File: src/rtl/ungapped_extender.sv
// ---------------------------------------------------------------------------
// ungapped_extender : one-direction ungapped BLAST-N seed extension scorer.
// Optional macro UNGAPPED_EXT_AMBIG_EN: ambiguous query bases score zero.
// Revision: 1.0
// ---------------------------------------------------------------------------
`default_nettype none

module ungapped_extender #(
  parameter int SCORE_W          = 16,
  parameter int LEN_W            = 10,
  parameter int MAX_LEN          = 1023,
  parameter int MATCH_SCORE      = 1,
  parameter int MISMATCH_PENALTY = 3,
  parameter int XDROP            = 20
) (
  input  logic               clk,
  input  logic               rst,
  input  logic               start,
  input  logic [SCORE_W-1:0] seed_score,
  input  logic               in_valid,
  output logic               in_ready,
  input  logic [2:0]         cmp_result,
  input  logic               in_last,
  output logic               busy,
  output logic               out_valid,
  input  logic               out_ready,
  output logic [SCORE_W-1:0] best_score,
  output logic [LEN_W-1:0]   best_len,
  output logic [1:0]         term_cause
);

  typedef enum logic [1:0] {
    IDLE   = 2'd0,
    EXTEND = 2'd1,
    REPORT = 2'd2
  } state_t;

  localparam logic signed [SCORE_W:0]   MATCH_D = (SCORE_W+1)'(MATCH_SCORE);
  localparam logic signed [SCORE_W:0]   PEN_D   = -((SCORE_W+1)'(MISMATCH_PENALTY));
  localparam logic signed [SCORE_W:0]   XDROP_D = (SCORE_W+1)'(XDROP);
  localparam logic [LEN_W-1:0]          MAX_LEN_D = LEN_W'(MAX_LEN);
  localparam logic [SCORE_W-1:0]        SAT_MAX = {1'b0, {(SCORE_W-1){1'b1}}};
  localparam logic [SCORE_W-1:0]        SAT_MIN = {1'b1, {(SCORE_W-1){1'b0}}};

  state_t state, state_nx;

  logic [SCORE_W-1:0]        cur;
  logic [LEN_W-1:0]          len;
  logic signed [SCORE_W:0]   delta;
  logic signed [SCORE_W:0]   sum;
  logic signed [SCORE_W:0]   diff;
  logic [SCORE_W-1:0]        cur_nx;
  logic [SCORE_W-1:0]        best_nx;
  logic [LEN_W-1:0]          best_len_nx;
  logic [LEN_W-1:0]          len_inc;
  logic                      xdrop_hit;
  logic                      max_hit;
  logic                      term;
  logic [1:0]                cause_nx;
  logic                      accept;

  assign accept  = in_valid && (state == EXTEND);
  assign len_inc = len + LEN_W'(1);

  always_comb begin
    delta = PEN_D;
    if (cmp_result == 3'b001) begin
      delta = MATCH_D;
    end
`ifdef UNGAPPED_EXT_AMBIG_EN
    else if (cmp_result[2]) begin
      delta = '0;
    end
`endif
    // One guard bit is enough to detect overflow of a single small step.
    sum = {cur[SCORE_W-1], cur} + delta;
    if (sum[SCORE_W] != sum[SCORE_W-1]) begin
      cur_nx = sum[SCORE_W] ? SAT_MIN : SAT_MAX;
    end else begin
      cur_nx = sum[SCORE_W-1:0];
    end
    if ($signed(cur_nx) > $signed(best_score)) begin
      best_nx     = cur_nx;
      best_len_nx = len_inc;
    end else begin
      best_nx     = best_score;
      best_len_nx = best_len;
    end
    diff      = {best_nx[SCORE_W-1], best_nx} - {cur_nx[SCORE_W-1], cur_nx};
    xdrop_hit = (diff > XDROP_D);
    max_hit   = (len_inc == MAX_LEN_D);
    term      = xdrop_hit || max_hit || in_last;
    if (xdrop_hit) begin
      cause_nx = 2'd0;
    end else if (max_hit) begin
      cause_nx = 2'd2;
    end else begin
      cause_nx = 2'd1;
    end
  end

  always_ff @(posedge clk) begin
    if (rst) begin
      state <= IDLE;
    end else begin
      state <= state_nx;
    end
  end

  always_comb begin
    state_nx  = state;
    in_ready  = 1'b0;
    busy      = 1'b0;
    out_valid = 1'b0;
    case (state)
      IDLE: begin
        if (start) begin
          state_nx = EXTEND;
        end
      end
      EXTEND: begin
        in_ready = 1'b1;
        busy     = 1'b1;
        if (accept && term) begin
          state_nx = REPORT;
        end
      end
      REPORT: begin
        busy      = 1'b1;
        out_valid = 1'b1;
        if (out_ready) begin
          state_nx = IDLE;
        end
      end
      default: state_nx = IDLE;
    endcase
  end

  always_ff @(posedge clk) begin
    if (rst) begin
      cur        <= '0;
      len        <= '0;
      best_score <= '0;
      best_len   <= '0;
      term_cause <= '0;
    end else if (state == IDLE && start) begin
      cur        <= seed_score;
      len        <= '0;
      best_score <= seed_score;
      best_len   <= '0;
    end else if (accept) begin
      cur        <= cur_nx;
      len        <= len_inc;
      best_score <= best_nx;
      best_len   <= best_len_nx;
      if (term) begin
        term_cause <= cause_nx;
      end
    end
  end

endmodule

`default_nettype wire

File: config.mk
export PLATFORM = sky130hd
export DESIGN_NAME = ungapped_extender
export DESIGN_NICKNAME = d
export VERILOG_FILES = /design/src/rtl/ungapped_extender.sv
export SDC_FILE = /design/constraint.sdc
export NUM_CORES = 1
export LEC_CHECK = 0
export CAP_MARGIN = 0
export CORE_MARGIN = 2
export CORE_UTILIZATION = 34
export CTS_BUF_LIST = sky130_fd_sc_hd__clkbuf_8
export CTS_CLUSTER_DIAMETER = 150
export DETAILED_ROUTE_END_ITERATION = 12
export MAX_ROUTING_LAYER = met4
export PLACE_DENSITY = 0.58
export SETUP_SLACK_MARGIN = 0.5
export SYNTH_ARGS = -nofsm -noshare
export SYNTH_HDL_FRONTEND = slang
export SYNTH_SLANG_ARGS = --single-unit
File: constraint.sdc
create_clock -name clk -period 26.8 [get_ports clk]
set_input_delay 8.04 -clock clk [delete_from_list [all_inputs] [get_ports clk]]
set_output_delay 8.04 -clock clk [all_outputs]
set_load 0.005 [all_outputs]
==> qor.csv <==
metric,value,unit
cp.arrival,17.89,ns
drive_above_1_share,0.05294,
ff2ff_setup_slack,17.54,ns
grt_use_total,0.1919,
drc,0,
antenna_found_initial,0,
worstSetupEndpointType,flop,
ctsRootBufferMaster,clkbuf_8,
cts_max_level,2,
relSlewSlack,0.2448,
synth_edf_count,0,
start_util,0.3498,
drv_cap,0,
path_clk_slew,0.10,ns
yosysUniqueCellTypes,66,
vias,4653,
syn_avg_cell_area,7.622,um2
grt_overflow,0,
dr.pass1.iters,4,
start_kind,input pin,
hpwl,11190,um
die_area,15370,um2
status,completed,
grt_max_degree,38,
hold_path_class,flop to flop,
min_to,state[0],
synth-seq-cells,56,
viasPerCell,5.410,
fin_worst_skew,0.004890,ns
yosysSeqAreaShare,0.2291,
wl_per_cell,16.47,um
numPortBuffers,55,
worst-slew-pin-transition,1.133,ns
synthFlopType,dfxtp_1,
setup-tns-final,0,ns
crit_required,27.05,ns
r2r_end,term_cause[0],
place_area,5559,um2
netlist_area,4893,um2
rsz0062_at_grt,false,
synth_top_cell_by_area,dfxtp_1,
final_area,5649,um2
sequential_cell_area,1121,um2
syn2layout_area_growth,15.44,%
synthArstFlopShare,0,
critPathMaxStageDelay,0.73,ns
hold_violations,0,
hold_path_depth,2,
fp-row-count,43,
n_antenna_cell,0,
place.gp.congestion,0.9364,
max_clock_freq,56.69,MHz
finalMaxSlewViolations,0,
nets,761,
die-width,124.0,um
cts_tree,done,
clkLatencyLatePin,0.32,ns
clockBufferDepth,2,
reg2reg_from,cur[2],
ctsResizeCount,0,
drt-total-wl,14170,um
crit_family,compound AO/OA/AOI/OAI gates,
ant_nets,0,
synth_top_area_share,0.2291,
path_common_cell,nand2_1,
hp-start,state[0],
post_synth_inst_count,642,
cts_buffers,5,
synth_top_cells_by_area,"dfxtp_1 (23%), ha_1 (14%), o21ai_0 (7.5%)",
cp_max_fo,29,
path_buf_inv,3,
setup_viol,0,
syn_nets,724,
fin_crit_sh,0.6582,
core,13990,um2
multi_input_area,3475,um2
fill_cells,1426,
grt_pass1_wl,22470,um
yosys_warnings,0,
grt_pass1_vias,4356,
cts.sinks,56,
fp.dieH,124.0,um
crit_slowest_cell,a41oi_2,
path_class,input pin to flop,
drtIter0Drc,312,
cts_hold_buf,0,
min_period,17.64,ns
cts_setup_buffers,0,
rr_worst_depth,34,
io_pins,56,
stage by stage:
stage          worst slack, ns  utilization  cells  hold WS (ns)
2_1_floorplan            11.35            -    642        0.4634
3_5_place_dp             8.899       0.3974    852        0.4915
4_1_cts                  9.224       0.4038    860        0.5067
6_report                 9.161       0.4038    860        0.5015
5_1_grt                  8.533       0.4038    860        0.5326
3_3_place_gp             9.368       0.3974    852        0.4797
metal layers:
layer | share of wire | up-vias | track usage
met3 | 0.029 | 20 | 0.01694
met2 | 0.47 | 95 | 0.3128
met1 | 0.48 | 2167 | 0.2547
li1 | - | 2371 | -
met4 | 0.020 | 0 | 0.05548
met5 | 0 | - | -
state kept, by name (all words and copies together), names as in the netlist:
| register | flops |
|---|---|
| len | 10 |
| state | 2 |
| cur | 16 |
| best_len | 10 |
| term_cause | 2 |
| best_score | 16 |
tightest hold or removal path, cell delays in order, from the launching register on:
cell and delay [ns]:
dfxtp_1 0.34, nand2b_1 0.07, mux2i_1 0.06
how the worst max path moves through the flow:
stage               cells after the start          start  slack, ns             to
finish                                 37  cmp_result[1]       9.16  term_cause[0]
CTS                                    37  cmp_result[1]       9.22  term_cause[0]
global placement                       37  cmp_result[1]       9.37  term_cause[0]
global route                           37  cmp_result[1]       8.53  term_cause[0]
floorplan                              38  cmp_result[1]      11.35  term_cause[0]
detailed placement                     37  cmp_result[1]       8.90  term_cause[0]
Yosys cell counts (4+ instances only):
library cell  number
nand2_1           68
clkbuf_1          16
nor3_1             8
nor2b_1           11
inv_1             47
o21a_1             6
nor2_1            57
or3_1              5
xnor2_1           12
a21o_1            15
o21ai_1            4
o21ai_0           73
o221ai_1           4
a21oi_1           38
o21ai_2            9
nand3_1            5
nand3b_1           4
o211ai_1           5
xor2_1            18
or4_1              5
nand2b_1          14
nand4_1            7
a211oi_1          15
o22ai_1            5
buf_2              6
ha_1              56
mux2i_1           15
dfxtp_1           56
cells by family after synthesis:
group                      after synthesis  synth area share
adders and majority gates               57            0.1473
and+or+nand+nor                        204            0.2043
DFF                                     56            0.2291
xor gates and xnor gates                30           0.05369
buffers and inverters                   74           0.06085
AOI/OAI and AO/OA                      206            0.2741
muxes                                   15           0.03068
layout by cell type, fill, tap and decap left out, drive strengths merged, types with 15 or more instances in the layout:
cell type,count
mux2i,15
xor2,18
clkdlybuf4s50,55
o21ai,86
a21o,15
dfxtp,56
nor2,57
a21oi,40
nand2,68
ha,56
inv,49
a211oi,17
final cells by class:
| class | count | area share |
|---|---|---|
| well taps | 180 | 0.03987 |
| flip-flops and latches | 56 | 0.1985 |
| clock inverters | 3 | 0.003765 |
| repair buffers | 56 | 0.09878 |
| inverters | 48 | 0.03189 |
| clock buffers | 5 | 0.01218 |
| multi-input cells | 512 | 0.6151 |
Power is not shown: default switching activity piles up to over one toggle a cycle in this logic, so the estimate is an artifact.
